==> src/rtl/vdp_host_bus_if_pkg.sv <==
// Shared types and helpers for the V9958 host-bus front end.
// Latency: n/a (declarations only).
// Backpressure: n/a.
package vdp_bus_pkg;

    typedef enum logic [1:0] {
        IDLE    = 2'd0,
        REQ     = 2'd1,
        WAIT    = 2'd2,
        RELEASE = 2'd3
    } state_t;

    localparam logic [1:0] VDP_PORT_DATA   = 2'd0;
    localparam logic [1:0] VDP_PORT_CTRL   = 2'd1;
    localparam logic [1:0] VDP_PORT_PAL    = 2'd2;
    localparam logic [1:0] VDP_PORT_REGIND = 2'd3;

    function automatic logic [7:0] bitrev8(input logic [7:0] d);
        logic [7:0] r;
        r = '0;
        for (int i = 0; i < 8; i++) begin
            r[i] = d[7-i];
        end
        return r;
    endfunction

endpackage

==> src/rtl/vdp_host_bus_if_if.sv <==
// VDP core request port: REQ/WRT/ADR/DBO out, DBI/ACK back.
// Latency: n/a (wiring only).
// Backpressure: requester holds vdp_req until vdp_ack or abort.
interface vdp_core_if;
    logic        vdp_req;
    logic        vdp_wrt;
    logic [15:0] vdp_adr;
    logic [7:0]  vdp_dbo;
    logic [7:0]  vdp_dbi;
    logic        vdp_ack;

    modport master (output vdp_req, vdp_wrt, vdp_adr, vdp_dbo,
                    input  vdp_dbi, vdp_ack);
    modport slave  (input  vdp_req, vdp_wrt, vdp_adr, vdp_dbo,
                    output vdp_dbi, vdp_ack);
endinterface

==> src/rtl/vdp_host_bus_if_strobe_sync_filter.sv <==
// Synchronizer plus agreement filter for one asynchronous active-low strobe.
// Latency: SYNC_STAGES + FILTER_LEN + 1 edges from raw change to filtered change.
// Backpressure: none; pulses shorter than FILTER_LEN samples never reach the output.
module strobe_sync_filter #(
    parameter int SYNC_STAGES = 2,
    parameter int FILTER_LEN  = 2
) (
    input  logic clk,
    input  logic rst_n_w,
    input  logic raw,
    output logic filtered
);

    logic [SYNC_STAGES-1:0] sync_q;
    logic [FILTER_LEN-1:0]  hist_q;

    always_ff @(posedge clk or negedge rst_n_w) begin
        if (!rst_n_w) begin
            sync_q   <= '1;
            hist_q   <= '1;
            filtered <= 1'b1;
        end else begin
            sync_q[0] <= raw;
            for (int i = 1; i < SYNC_STAGES; i++) begin
                sync_q[i] <= sync_q[i-1];
            end
            hist_q[0] <= sync_q[SYNC_STAGES-1];
            for (int i = 1; i < FILTER_LEN; i++) begin
                hist_q[i] <= hist_q[i-1];
            end
            // Mixed history means the line is still settling: keep the old level.
            if (&hist_q) begin
                filtered <= 1'b1;
            end else if (~|hist_q) begin
                filtered <= 1'b0;
            end
        end
    end

endmodule

==> src/rtl/vdp_host_bus_if.sv <==
// TMS9900-style CPU strobes to V9958 core REQ/ACK port, one request per strobe assertion.
// Latency: raw strobe low to vdp_req high in SYNC_STAGES+FILTER_LEN+2 clk edges.
// Backpressure: waits up to ACK_TIMEOUT cycles for vdp_ack, then aborts with err_timeout.
module vdp_host_bus_if
    import vdp_bus_pkg::*;
#(
    parameter int SYNC_STAGES = 2,
    parameter int FILTER_LEN  = 2,
    parameter int ACK_TIMEOUT = 15
) (
    input  logic         clk,
    input  logic         rst_n_w,
    input  logic         csr_n,
    input  logic         csw_n,
    input  logic [1:0]   mode,
    input  logic [0:7]   cd_in,
    output logic [0:7]   cd_out,
    output logic         cd_oe,
    vdp_core_if.master   vdp,
    output logic         busy,
    output logic         err_timeout,
    output logic         err_overlap
);

    localparam int CNT_W = $clog2(ACK_TIMEOUT + 1);
    localparam logic [CNT_W-1:0] CNT_MAX = CNT_W'(ACK_TIMEOUT);

    logic rd_f, wr_f;
    logic [1:0] cs_now;

    state_t           state_q, state_d;
    logic [1:0]       cs_latch_q, cs_latch_d;
    logic [CNT_W-1:0] cnt_q, cnt_d, cnt_inc;
    logic             req_q, req_d;
    logic             wrt_q, wrt_d;
    logic [15:0]      adr_q, adr_d;
    logic [7:0]       dbo_q, dbo_d;
    logic [7:0]       rd_hold_q, rd_hold_d;
    logic             err_tmo_q, err_tmo_d;
    logic             err_ovl_q, err_ovl_d;

    strobe_sync_filter #(.SYNC_STAGES(SYNC_STAGES), .FILTER_LEN(FILTER_LEN)) u_rd_filt (
        .clk      (clk),
        .rst_n_w  (rst_n_w),
        .raw      (csr_n),
        .filtered (rd_f)
    );

    strobe_sync_filter #(.SYNC_STAGES(SYNC_STAGES), .FILTER_LEN(FILTER_LEN)) u_wr_filt (
        .clk      (clk),
        .rst_n_w  (rst_n_w),
        .raw      (csw_n),
        .filtered (wr_f)
    );

    assign cs_now  = {rd_f, wr_f};
    assign cnt_inc = (cnt_q == CNT_MAX) ? cnt_q : cnt_q + 1'b1;

    always_ff @(posedge clk or negedge rst_n_w) begin
        if (!rst_n_w) begin
            state_q    <= IDLE;
            cs_latch_q <= 2'b11;
            cnt_q      <= '0;
            req_q      <= 1'b0;
            wrt_q      <= 1'b0;
            adr_q      <= '0;
            dbo_q      <= '0;
            rd_hold_q  <= '0;
            err_tmo_q  <= 1'b0;
            err_ovl_q  <= 1'b0;
        end else begin
            state_q    <= state_d;
            cs_latch_q <= cs_latch_d;
            cnt_q      <= cnt_d;
            req_q      <= req_d;
            wrt_q      <= wrt_d;
            adr_q      <= adr_d;
            dbo_q      <= dbo_d;
            rd_hold_q  <= rd_hold_d;
            err_tmo_q  <= err_tmo_d;
            err_ovl_q  <= err_ovl_d;
        end
    end

    always_comb begin
        state_d    = state_q;
        cs_latch_d = cs_latch_q;
        cnt_d      = cnt_q;
        wrt_d      = wrt_q;
        adr_d      = adr_q;
        dbo_d      = dbo_q;
        rd_hold_d  = rd_hold_q;
        err_tmo_d  = 1'b0;
        err_ovl_d  = 1'b0;
        req_d      = 1'b0;

        case (state_q)
            IDLE: begin
                rd_hold_d = vdp.vdp_dbi;
                cnt_d     = '0;
                if (!rd_f || !wr_f) begin
                    cs_latch_d = cs_now;
                    adr_d      = {14'b0, mode};
                end
                if (!rd_f && !wr_f) begin
                    err_ovl_d = 1'b1;
                    state_d   = RELEASE;
                end else if (!rd_f) begin
                    wrt_d   = 1'b0;
                    state_d = REQ;
                end else if (!wr_f) begin
                    wrt_d   = 1'b1;
                    dbo_d   = bitrev8(cd_in);
                    state_d = REQ;
                end
            end
            REQ: begin
                cnt_d = '0;
                if (vdp.vdp_ack) begin
                    if (!wrt_q) rd_hold_d = vdp.vdp_dbi;
                    state_d = RELEASE;
                end else begin
                    state_d = WAIT;
                end
            end
            WAIT: begin
                cnt_d = cnt_inc;
                if (vdp.vdp_ack) begin
                    if (!wrt_q) rd_hold_d = vdp.vdp_dbi;
                    state_d = RELEASE;
                end else if (cnt_inc == CNT_MAX) begin
                    err_tmo_d = 1'b1;
                    state_d   = RELEASE;
                end
            end
            RELEASE: begin
                // Only a change of the filtered pair re-arms, so a held strobe issues one request.
                if (cs_now != cs_latch_q) state_d = IDLE;
            end
            default: state_d = IDLE;
        endcase

        req_d = (state_d == REQ) || (state_d == WAIT);
        if (!req_d) wrt_d = 1'b0;
    end

    // Ascending cd range: cd_out[0] (CPU MSB) carries rd_hold_q[7].
    assign cd_out = rd_hold_q;
    assign cd_oe  = ~csr_n & csw_n;
    assign busy   = (state_q != IDLE);

    assign vdp.vdp_req = req_q;
    assign vdp.vdp_wrt = wrt_q;
    assign vdp.vdp_adr = adr_q;
    assign vdp.vdp_dbo = dbo_q;
    assign err_timeout = err_tmo_q;
    assign err_overlap = err_ovl_q;

endmodule

==> src/flat_wrapper.sv <==
// flat-port wrapper written by rule: the top's interface ports become plain ports
module vdp_host_bus_if_flat import vdp_bus_pkg::*;
#(
    parameter int SYNC_STAGES = 2,
    parameter int FILTER_LEN  = 2,
    parameter int ACK_TIMEOUT = 15
)
  (clk, rst_n_w, csr_n, csw_n, mode, cd_in, cd_out, cd_oe, busy, err_timeout, err_overlap, vdp_vdp_req, vdp_vdp_wrt, vdp_vdp_adr, vdp_vdp_dbo, vdp_vdp_dbi, vdp_vdp_ack);
  vdp_core_if vdp_i ();
  input  logic clk;
  input  logic rst_n_w;
  input  logic csr_n;
  input  logic csw_n;
  input  logic [1:0] mode;
  input  logic [0:7] cd_in;
  output logic [0:7] cd_out;
  output logic cd_oe;
  output logic busy;
  output logic err_timeout;
  output logic err_overlap;
  output wire logic [$bits(vdp_i.vdp_req)-1:0] vdp_vdp_req;
  output wire logic [$bits(vdp_i.vdp_wrt)-1:0] vdp_vdp_wrt;
  output wire logic [$bits(vdp_i.vdp_adr)-1:0] vdp_vdp_adr;
  output wire logic [$bits(vdp_i.vdp_dbo)-1:0] vdp_vdp_dbo;
  input wire logic [$bits(vdp_i.vdp_dbi)-1:0] vdp_vdp_dbi;
  input wire logic [$bits(vdp_i.vdp_ack)-1:0] vdp_vdp_ack;
  assign vdp_vdp_req = vdp_i.vdp_req;
  assign vdp_vdp_wrt = vdp_i.vdp_wrt;
  assign vdp_vdp_adr = vdp_i.vdp_adr;
  assign vdp_vdp_dbo = vdp_i.vdp_dbo;
  assign vdp_i.vdp_dbi = vdp_vdp_dbi;
  assign vdp_i.vdp_ack = vdp_vdp_ack;
  vdp_host_bus_if #(.SYNC_STAGES(SYNC_STAGES), .FILTER_LEN(FILTER_LEN), .ACK_TIMEOUT(ACK_TIMEOUT)) u_core (.clk(clk), .rst_n_w(rst_n_w), .csr_n(csr_n), .csw_n(csw_n), .mode(mode), .cd_in(cd_in), .cd_out(cd_out), .cd_oe(cd_oe), .vdp(vdp_i), .busy(busy), .err_timeout(err_timeout), .err_overlap(err_overlap));
endmodule
==> config.mk <==
export PLATFORM = sky130hd
export DESIGN_NAME = vdp_host_bus_if_flat
export DESIGN_NICKNAME = d
export VERILOG_FILES = /design/src/rtl/vdp_host_bus_if_pkg.sv /design/src/rtl/vdp_host_bus_if_if.sv /design/src/rtl/vdp_host_bus_if_strobe_sync_filter.sv /design/src/rtl/vdp_host_bus_if.sv /design/src/flat_wrapper.sv
export SDC_FILE = /design/constraint.sdc
export NUM_CORES = 1
export LEC_CHECK = 0
export ABC_AREA = 1
export CAP_MARGIN = 10
export CELL_PAD_IN_SITES_DETAIL_PLACEMENT = 1
export CELL_PAD_IN_SITES_GLOBAL_PLACEMENT = 2
export CORE_ASPECT_RATIO = 1.25
export CORE_MARGIN = 5
export CORE_UTILIZATION = 38
export CTS_BUF_LIST = sky130_fd_sc_hd__clkbuf_4 sky130_fd_sc_hd__clkbuf_8
export CTS_CLUSTER_DIAMETER = 120
export DETAILED_ROUTE_END_ITERATION = 7
export DONT_BUFFER_PORTS = 1
export PLACE_DENSITY = 0.82
export SKIP_LAST_GASP = 1
export SLEW_MARGIN = 20
export SYNTH_ARGS = -nofsm -noshare
export SYNTH_HDL_FRONTEND = slang
export SYNTH_SLANG_ARGS = --single-unit
==> constraint.sdc <==
create_clock -name clk -period 2.1 [get_ports clk]
set_input_delay 0.21 -clock clk [delete_from_list [all_inputs] [get_ports clk]]
set_output_delay 0.21 -clock clk [all_outputs]
set_load 0.02 [all_outputs]
==> flow_summary.json, run 1 <==
{
  "synth_cell_types": 23,
  "vias_per_cell": 4.62,
  "synth_ff_type": "dfrtp_1",
  "antenna_left": 0,
  "syn_avg_cell_area_sq_um": 9.64,
  "yosysWarnings": 0,
  "via_count": 1224,
  "cp_max_fo": 8,
  "period_minus_slack_ps": 1680,
  "avgRoutedWirePerCell_um": 14.6,
  "grt_overflow_total": 0,
  "endpoint_kind": "flop",
  "drive_above_1_share_pct": 21.0,
  "power_density_nw_per_um2": 1480,
  "synth-xor-area-share_pct": 0,
  "status": "completed",
  "drcViolationCount": 0,
  "cts_buffer_depth": 2,
  "worstPathCellList": "inv_1 -> ha_1 -> o21ai_1 -> nand2_1 -> mux2_2",
  "synthAdderAreaFrac_pct": 5.43,
  "muxShareOfSynthArea_pct": 4.89,
  "grt_usage_pct": 13.7,
  "drt_first_iter_violations": 19,
  "synthToLayoutAreaGrowth_pct": 11.1,
  "postCtsResizedCells": 0,
  "antenna_found_initial": 0,
  "grt_setup_unrepaired": "false",
  "maxCapViolations": 0,
  "hold_viol": 0,
  "hp-class": "in -> reg",
  "finalClockSkew_ps": 8.32,
  "cp-start-kind": "flop",
  "clk_latency_ps": 290,
  "cts_buffers": 5,
  "critical_path_buf_inv_count": 1,
  "cts_sinks": 40,
  "drt_pass1_iterations": 4,
  "synth_top_family_by_area": "simple AND/OR/NAND/NOR gates",
  "drv_slew": 0,
  "post-route-period-util_pct": 79.8,
  "grt_pass1_vias": 1426,
  "n_antenna_cell": 0,
  "seq_area_frac_synth_pct": 55.2,
  "grt_pass1_wl_mm": 6.61,
  "die_y_um": 87.8,
  "start_util_pct": 38.9,
  "io_buffers": 0,
  "die_w_um": 72.3,
  "routabilityCongestion": 0.746,
  "core_sq_um": 4730,
  "syn_inst": 191,
  "finalWirelength_mm": 3.88,
  "async_reset_ff_share_pct": 100,
  "io_pins": 61,
  "setup_tns_ps": 0,
  "ys_ff_latch": 40,
  "dp_hpwl_mm": 3.06,
  "yosys.area_share.simple_pct": 19.3,
  "netlist_area_sq_um": 1840,
  "clk_pin_slew_worst_paths_ps": 80,
  "fmax_ghz": 0.597,
  "worst-endpoint-required_ps": 2280,
  "synth_edf_count": 0,
  "cts_root_buf": "clkbuf_8",
  "arrival_ps": 1850,
  "critical_path_class": "reg -> reg",
  "leakage_uw": 0.00102,
  "die_area_sq_um": 6350,
  "cts_tree": "done",
  "worst_path_max_delay_cell": "dfrtp_1",
  "grt_max_degree": 41,
  "hold_slack_ps": 44.0,
  "setup_viol": 0,
  "final_nets": 235,
  "row_count": 28,
  "synth_compound_area_share_pct": 4.42,
  "irDropWorstVdd_v": 0.000703,
  "cts_max_level": 2,
  "path_delay_family": "flip-flops",
  "cp_slowest_stage_delay_ps": 430
}
[metrics by stage]
| stage | std cells | utilization, % | setup WS, ps | total power, uW | instance area (sq um) |
|---|---|---|---|---|---|
| after detailed placement | 252 | 39.7 | 428 | 2430 | 1880 |
| after global routing | 265 | 43.3 | 280 | 3270 | 2050 |
| after global placement | 252 | 39.7 | 512 | 2350 | 1880 |
| after CTS | 265 | 43.3 | 400 | 3080 | 2050 |
| after floorplan | 204 | - | 619 | 2180 | 1890 |
| final | 265 | 43.3 | 424 | 3030 | 2050 |
[sequential cells by signal, indices dropped and copies added, names as in the netlist, 2 cells and up]
register / cells
u_core.u_rd_filt.hist_q: 2
u_core.u_rd_filt.sync_q: 2
u_core.cd_out: 8
u_core.cs_latch_q: 2
u_core.u_wr_filt.hist_q: 2
u_core.state_q: 2
u_core.vdp.vdp_adr: 2
u_core.vdp.vdp_dbo: 8
u_core.cnt_q: 4
u_core.u_wr_filt.sync_q: 2
[routing by layer]
metal	GRT usage, %	routed length (um)	vias to the layer above
li1	-	-	587
met3	4.48	246	4
met1	12.1	1280	600
met5	0	0	-
met2	26.3	2270	33
met4	7.69	76	0
[path summary, 6_finish.rpt]
check	from	to	slack [ps]	cells past startpoint
max	u_core.state_q[0]	u_core.cd_out[3]	420	5
min	cd_in[6]	u_core.vdp.vdp_dbo[6]	40	2
max reg2reg	u_core.state_q[0]	u_core.cd_out[3]	420	5
min reg2reg	u_core.u_rd_filt.sync_q[0]	u_core.u_rd_filt.sync_q[1]	360	0
max in group asynchronous	rst_n_w	u_core.cs_latch_q[0]	1420	2
min in group asynchronous	rst_n_w	u_core.cd_out[0]	420	2
[cell usage in the layout, fill, tap and decap left out, types with 3 or more instances in the layout]
cell type,netlist,layout
conb_1,1,14
ha_1,8,8
dfstp_2,12,12
dlygate4sd3_1,0,4
nand2_2,5,5
inv_1,21,21
mux2_1,5,5
o22ai_1,3,3
nand2_1,56,56
mux2_2,3,3
a21oi_1,3,3
nor2_2,6,6
nor2_1,8,8
nand3_1,4,4
clkbuf_8,0,5
o21ai_0,3,3
dfrtp_1,28,28
inv_2,3,3
[worst reg2reg max path: stages (launching register included)]
cell     delay [ps]
dfrtp_1         430
inv_1           120
ha_1            300
o21ai_1          70
nand2_1         270
mux2_2          390
[power by group]
| group | internal, uW | switching [uW] | leakage (uW) |
|---|---|---|---|
| logic | 344 | 548 | 0.000489 |
| registers | 1060 | 462 | 0.000473 |
| clock network | 352 | 266 | 0.0000541 |
[cells in the mapped netlist (2+ instances only)]
cell,number,area share [%]
mux2_2,3,1.8
nand3_1,4,1.1
nor2_2,6,2.0
dfstp_2,12,17
o21ai_0,3,0.81
o22ai_1,3,1.0
nor2_1,8,1.6
inv_2,3,0.61
mux2_1,5,3.1
nand3_2,2,1.1
buf_4,14,5.7
a21oi_1,3,0.81
inv_1,21,4.3
ha_1,8,5.4
nand2_2,5,1.7
nand2_1,56,11
o21ai_1,2,0.54
dfrtp_1,28,38
[what timing repair did]
item | CTS | global route
endpoints found under the hold margin | 43 | 0
buffers inserted | 0 | 0
hold buffers | 5 | 0
endpoints found under the setup margin | 0 | 0
[area by class of cell]
class                   instances  area [sq um]
fillers                       568          2680
flip-flops and latches         40          1020
multi-input cells             126           679
inverters                      24          90.1
repair buffers                  7          75.1
well taps                      60          75.1
clock buffers                   5          68.8
clock inverters                 3          42.5
[cell families (layout without fill, tap and decap cells)]
kind of cell | after synthesis | count (layout)
muxes | 8 | 8
and+or+nand+nor | 82 | 82
other | 1 | 14
AOI/OAI and AO/OA | 14 | 14
buffers and inverters | 38 | 39
adders and majority gates | 8 | 8
DFF | 40 | 40
No activity file was read; power rests on OpenSTA's default activity.
==> inputs of run 2 (changes only) <==
--- a/config.mk
+++ b/config.mk
@@ -11,12 +11,12 @@
 export CELL_PAD_IN_SITES_GLOBAL_PLACEMENT = 2
 export CORE_ASPECT_RATIO = 1.25
 export CORE_MARGIN = 5
-export CORE_UTILIZATION = 38
+export CORE_UTILIZATION = 35
 export CTS_BUF_LIST = sky130_fd_sc_hd__clkbuf_4 sky130_fd_sc_hd__clkbuf_8
 export CTS_CLUSTER_DIAMETER = 120
 export DETAILED_ROUTE_END_ITERATION = 7
 export DONT_BUFFER_PORTS = 1
-export PLACE_DENSITY = 0.82
+export PLACE_DENSITY = 0.8
 export SKIP_LAST_GASP = 1
 export SLEW_MARGIN = 20
 export SYNTH_ARGS = -nofsm -noshare
==> constraint.sdc (replaced) <==
create_clock -name clk -period 1.4 [get_ports clk]
set_input_delay 0.14 -clock clk [delete_from_list [all_inputs] [get_ports clk]]
set_output_delay 0.14 -clock clk [all_outputs]
set_load 0.02 [all_outputs]
==> run 2 against run 1 <==
  * The run now ends with setup timing left
  * Critical endpoint is now u_core.vdp.vdp_wrt
  * Power rose by 82%
  * Fmax grew 6.2%
  * Worst hold slack better by 280 ps
  * Global-route usage decreased by 0.14 points
==> flow_summary.json, run 2 (synthesis gave the netlist of run 1 again) <==
{
  "status": "finished with violations",
  "failed_checks": "setup timing",
  "synthToLayoutAreaGrowth_pct": 43.3,
  "drcViolationCount": 0,
  "antenna_left": 0,
  "drive_above_1_share_pct": 43.8,
  "grt_overflow_total": 0,
  "leakage_uw": 0.00129,
  "routabilityCongestion": 0.734,
  "row_count": 29,
  "critical_path_buf_inv_count": 1,
  "hp-class": "in -> async",
  "fin_ws_ps": -178,
  "r2r_slack_ps": -180,
  "timing.rr.end": "u_core.vdp.vdp_wrt",
  "dp_hpwl_mm": 3.01,
  "crit_top_cell": "nand2_2",
  "avgRoutedWirePerCell_um": 14.3,
  "path_depth": 10,
  "cts_buffer_depth": 2,
  "fmax_ghz": 0.634,
  "power_density_nw_per_um2": 2090,
  "cp_slowest_stage_delay_ps": 460,
  "n_antenna_cell": 0,
  "final_nets": 281,
  "cp-start-kind": "flop",
  "cts_root_buf": "clkbuf_8",
  "grt_pass1_wl_mm": 7.29,
  "drt_pass1_iterations": 4,
  "grt_pass1_vias": 1588,
  "path_delay_family": "simple AND/OR/NAND/NOR gates",
  "grt_setup_unrepaired": "true",
  "cts_max_level": 2,
  "maxCapViolations": 0,
  "setup_tns_ps": -1250,
  "cts_sinks": 40,
  "antenna_found_initial": 0,
  "io_pins": 61,
  "post-route-period-util_pct": 113,
  "mostFrequentLayoutCells": "38 x nand2_1, 28 x dfrtp_1, 25 x buf_4",
  "cts_tree": "done",
  "die_w_um": 74.9,
  "die_y_um": 91.1,
  "io_buffers": 0,
  "final_common_cell": "nand2_1",
  "clk_pin_slew_worst_paths_ps": 80,
  "clk_latency_ps": 290,
  "vias_per_cell": 4.54,
  "drv_slew": 0,
  "reg2reg_from": "u_core.state_q[1]",
  "cts_buffers": 5,
  "ff2ff_path_depth": 10,
  "worst_path_max_delay_cell": "dfrtp_1",
  "hold_viol": 0,
  "start_util_pct": 36.3,
  "core_sq_um": 5080,
  "die_area_sq_um": 6820,
  "finalClockSkew_ps": 3.40,
  "irDropWorstVdd_v": 0.00136,
  "cp_max_fo": 4,
  "critical_path_class": "reg -> reg",
  "drt_first_iter_violations": 12,
  "grt_max_degree": 41,
  "fill_cells": 575,
  "grt_usage_pct": 13.5,
  "worst-endpoint-required_ps": 1580,
  "postLayoutCoreUtil_pct": 51.9,
  "via_count": 1422,
  "arrival_ps": 1760,
  "setup_viol": 21,
  "period_minus_slack_ps": 1580,
  "endpoint_kind": "flop",
  "finalWirelength_mm": 4.48,
  "worstPathCellList": "ha_2 -> inv_2 -> a21oi_2 -> nand4_1 -> nand2_1 -> nand2_2 -> nand2_4 -> nand3_1 -> nand2_2 -> nor2_2"
}
-- run 2: area by class of cell --
| class | count | area (sq um) | area share [%] |
|---|---|---|---|
| clock buffers | 6 | 76.3 | 2.89 |
| clock inverters | 2 | 16.3 | 0.616 |
| inverters | 24 | 92.6 | 3.51 |
| multi-input cells | 126 | 863 | 32.7 |
| flip-flops and latches | 40 | 1020 | 38.5 |
| well taps | 62 | 77.6 | 2.94 |
| repair buffers | 53 | 497 | 18.8 |
-- run 2: metrics by stage --
step	power [uW]	hold WS [ps]	cell area (sq um)	std cells	worst slack, ps
floorplan	3320	-156	1910	204	-13.7
finish	5530	326	2640	313	-178
global placement	3910	-155	2050	275	-97.7
detailed placement	3970	-155	2050	275	-164
global route	5940	337	2640	313	-316
CTS	5340	292	2520	308	-102
-- run 2: repair_timing --
| item | 4_1_cts | 5_1_grt |
|---|---|---|
| gates resized for setup | 26 | 28 |
| pin swaps | 9 | 19 |
| endpoints found under the hold margin | 61 | 0 |
| setup endpoints to repair | 21 | 26 |
| hold buffers | 23 | 0 |
| buffers inserted | 2 | 5 |
-- run 2: report_power, final --
| part | total (uW) | internal [uW] | switching, uW |
|---|---|---|---|
| Sequential | 2250 | 1590 | 666 |
| Clock | 783 | 374 | 410 |
| Combinational | 2490 | 1250 | 1230 |
| Total | 5530 | 3220 | 2310 |
-- run 2: worst max path at each step --
stage | start | end
2_1_floorplan | u_core.state_q[1] | u_core.vdp.vdp_dbo[0]
6_report | u_core.state_q[1] | u_core.vdp.vdp_wrt
4_1_cts | u_core.state_q[1] | u_core.vdp.vdp_wrt
3_3_place_gp | u_core.state_q[1] | u_core.vdp.vdp_wrt
3_5_place_dp | u_core.state_q[1] | u_core.vdp.vdp_wrt
5_1_grt | u_core.state_q[1] | u_core.vdp.vdp_wrt
-- run 2: layer usage --
metal  GRT usage, %  routed length, um
met2           23.5               2490
met4           4.90                113
met3           3.20                246
met5              0                  0
met1           15.6               1620
==> RTL edit, RTL diff (config.mk and constraints of run 1) <==
The 4 states of `state_t` get a one-hot encoding in 4 bits.
--- a/src/rtl/vdp_host_bus_if_pkg.sv
+++ b/src/rtl/vdp_host_bus_if_pkg.sv
@@ -3,11 +3,11 @@
 // Backpressure: n/a.
 package vdp_bus_pkg;
 
-    typedef enum logic [1:0] {
-        IDLE    = 2'd0,
-        REQ     = 2'd1,
-        WAIT    = 2'd2,
-        RELEASE = 2'd3
+    typedef enum logic [3:0] {
+        IDLE    = 4'b0001,
+        REQ     = 4'b0010,
+        WAIT    = 4'b0100,
+        RELEASE = 4'b1000
     } state_t;
 
     localparam logic [1:0] VDP_PORT_DATA   = 2'd0;
Formal check against the unedited RTL: same outputs for any inputs over 10 cycles, from zero or initial values and one cycle with rst_n_w low; not proved beyond that.
==> RTL edit against run 1 <==
Synthesized area increased by 5.4%. Routed wire length rose by 1.2%. Worst setup slack improved by 0.15 ns. Final area up 3.5%. Sequential cell count rose by 2. Critical path depth grew 3. Synthesized cell count increased by 7.3%. Critical endpoint is now u_core.vdp.vdp_req. Combinational power rose by 3.9%. Total power rose by 2.7%.
==> RTL edit: results (changes against run 1) <==
- Synth Instances: 205 (+7.3%)
- Fillers: 596 (+4.9%)
- DP Cell Count: 264 (+4.8%)
- Status: finished, final reports clean
- Total GRT Usage: 12.9% (-0.76 points)
- Post-synthesis mux area share: 0% (-4.9 points)
- VDD IR-drop max: 696 uV (-0.92%)
- Worst r2r src: u_core.cnt_q[0]
- Routed len/inst: 14.2 um (-3.1%)
- Placed Area: 0.00195 sq mm (+3.7%)
- Library cells used by synthesis: 27 (+17%)
- CP arrival: 1.70 ns (-0.15 ns)
- Number of global-route vias before repair: 1444 (+1.3%)
- Antenna violations before repair: 0 (unchanged)
- R2R depth: 8 (+3)
- Post-CTS Hold Fix Bufs: 5 (unchanged)
- Top area cells in the synthesized netlist: dfrtp_1 37%, dfstp_2 18%, nand2_1 12%
- Initial DRC Count: 48 (+29)
- Via count: 1316 (+7.5%)
- Synthesized-area fraction occupied by adder cells: 1.93% (-3.5 points)
- Async SR Flop Fraction: 100% (unchanged)
- Global-route wire length before repair: 6750 um (+2.1%)
- Worst hold slack: 0.0244 ns (-0.0196 ns)
- Hpwl dp: 2930 um (-4.2%)
- Sw frac: 42.6% (+0.50 points)
- Worst hold stages: 2 (unchanged)
- Vias per inst: 4.75 (+2.9%)
- Worst reg-to-reg setup slack: 0.58 ns (+0.15 ns)
- Hold Path End: u_core.cd_out[4]
- Combinational power: 0.000927 W (+3.9%)
- Hold Crit Start: vdp_vdp_dbi[3]
- Complex-gate fraction of the synthesized area: 4.13% (-0.29 points)
- Seq/Total Area, Yosys: 55.0% (-0.17 points)
- Largest net degree at the start of global routing: 43 (+4.9%)
- Pleak: 1.07 nW (+5.8%)
- GP Congestion: 0.880 (+18%)
- Detail Route Antenna Nets: 0 (unchanged)
- Hold/Removal Path Class: in2reg
- Layout cell share with drive strength beyond 1: 17.2% (-3.8 points)
- Clock Skew: 0.00669 ns (-0.00163 ns)
- Clk_lat worst skew: 0.29 ns (about the same)
- Nets: 240 (+2.1%)
- Most frequent cells after synthesis: 60 x nand2_1, 29 x dfrtp_1, 21 x nand3_1
- Cell family with most CP delay: simple AND/OR/NAND/NOR gates
- Critical path endpoint: u_core.vdp.vdp_req
- Crit path max fanout: 6 (-2)
[RTL edit: through the flow]
stage / setup slack [ns] / util (%) / power (W)
2_1_floorplan: 0.762 / - / 0.00229
3_3_place_gp: 0.664 / 38.9 / 0.00247
3_5_place_dp: 0.594 / 38.9 / 0.00250
4_1_cts: 0.568 / 42.3 / 0.00318
5_1_grt: 0.418 / 42.3 / 0.00338
6_report: 0.578 / 42.3 / 0.00311
[RTL edit: area by class of cell]
| cell class | instances | area, sq um | area share, % |
|---|---|---|---|
| repair buffers | 6 | 67.6 | 3.19 |
| well taps | 62 | 77.6 | 3.66 |
| clock inverters | 2 | 37.5 | 1.77 |
| clock buffers | 6 | 76.3 | 3.60 |
| multi-input cells | 140 | 722 | 34.1 |
| inverters | 19 | 71.3 | 3.36 |
| flip-flops and latches | 42 | 1070 | 50.4 |
[RTL edit: metal layers]
metal  GRT usage (%)  vias up  share of wire, %
met3            4.69        7               7.8
met2            20.9       41                51
met4            4.98        0               1.9
met1            15.2      631                39
met5               0        -                 0
li1                -      637                 -
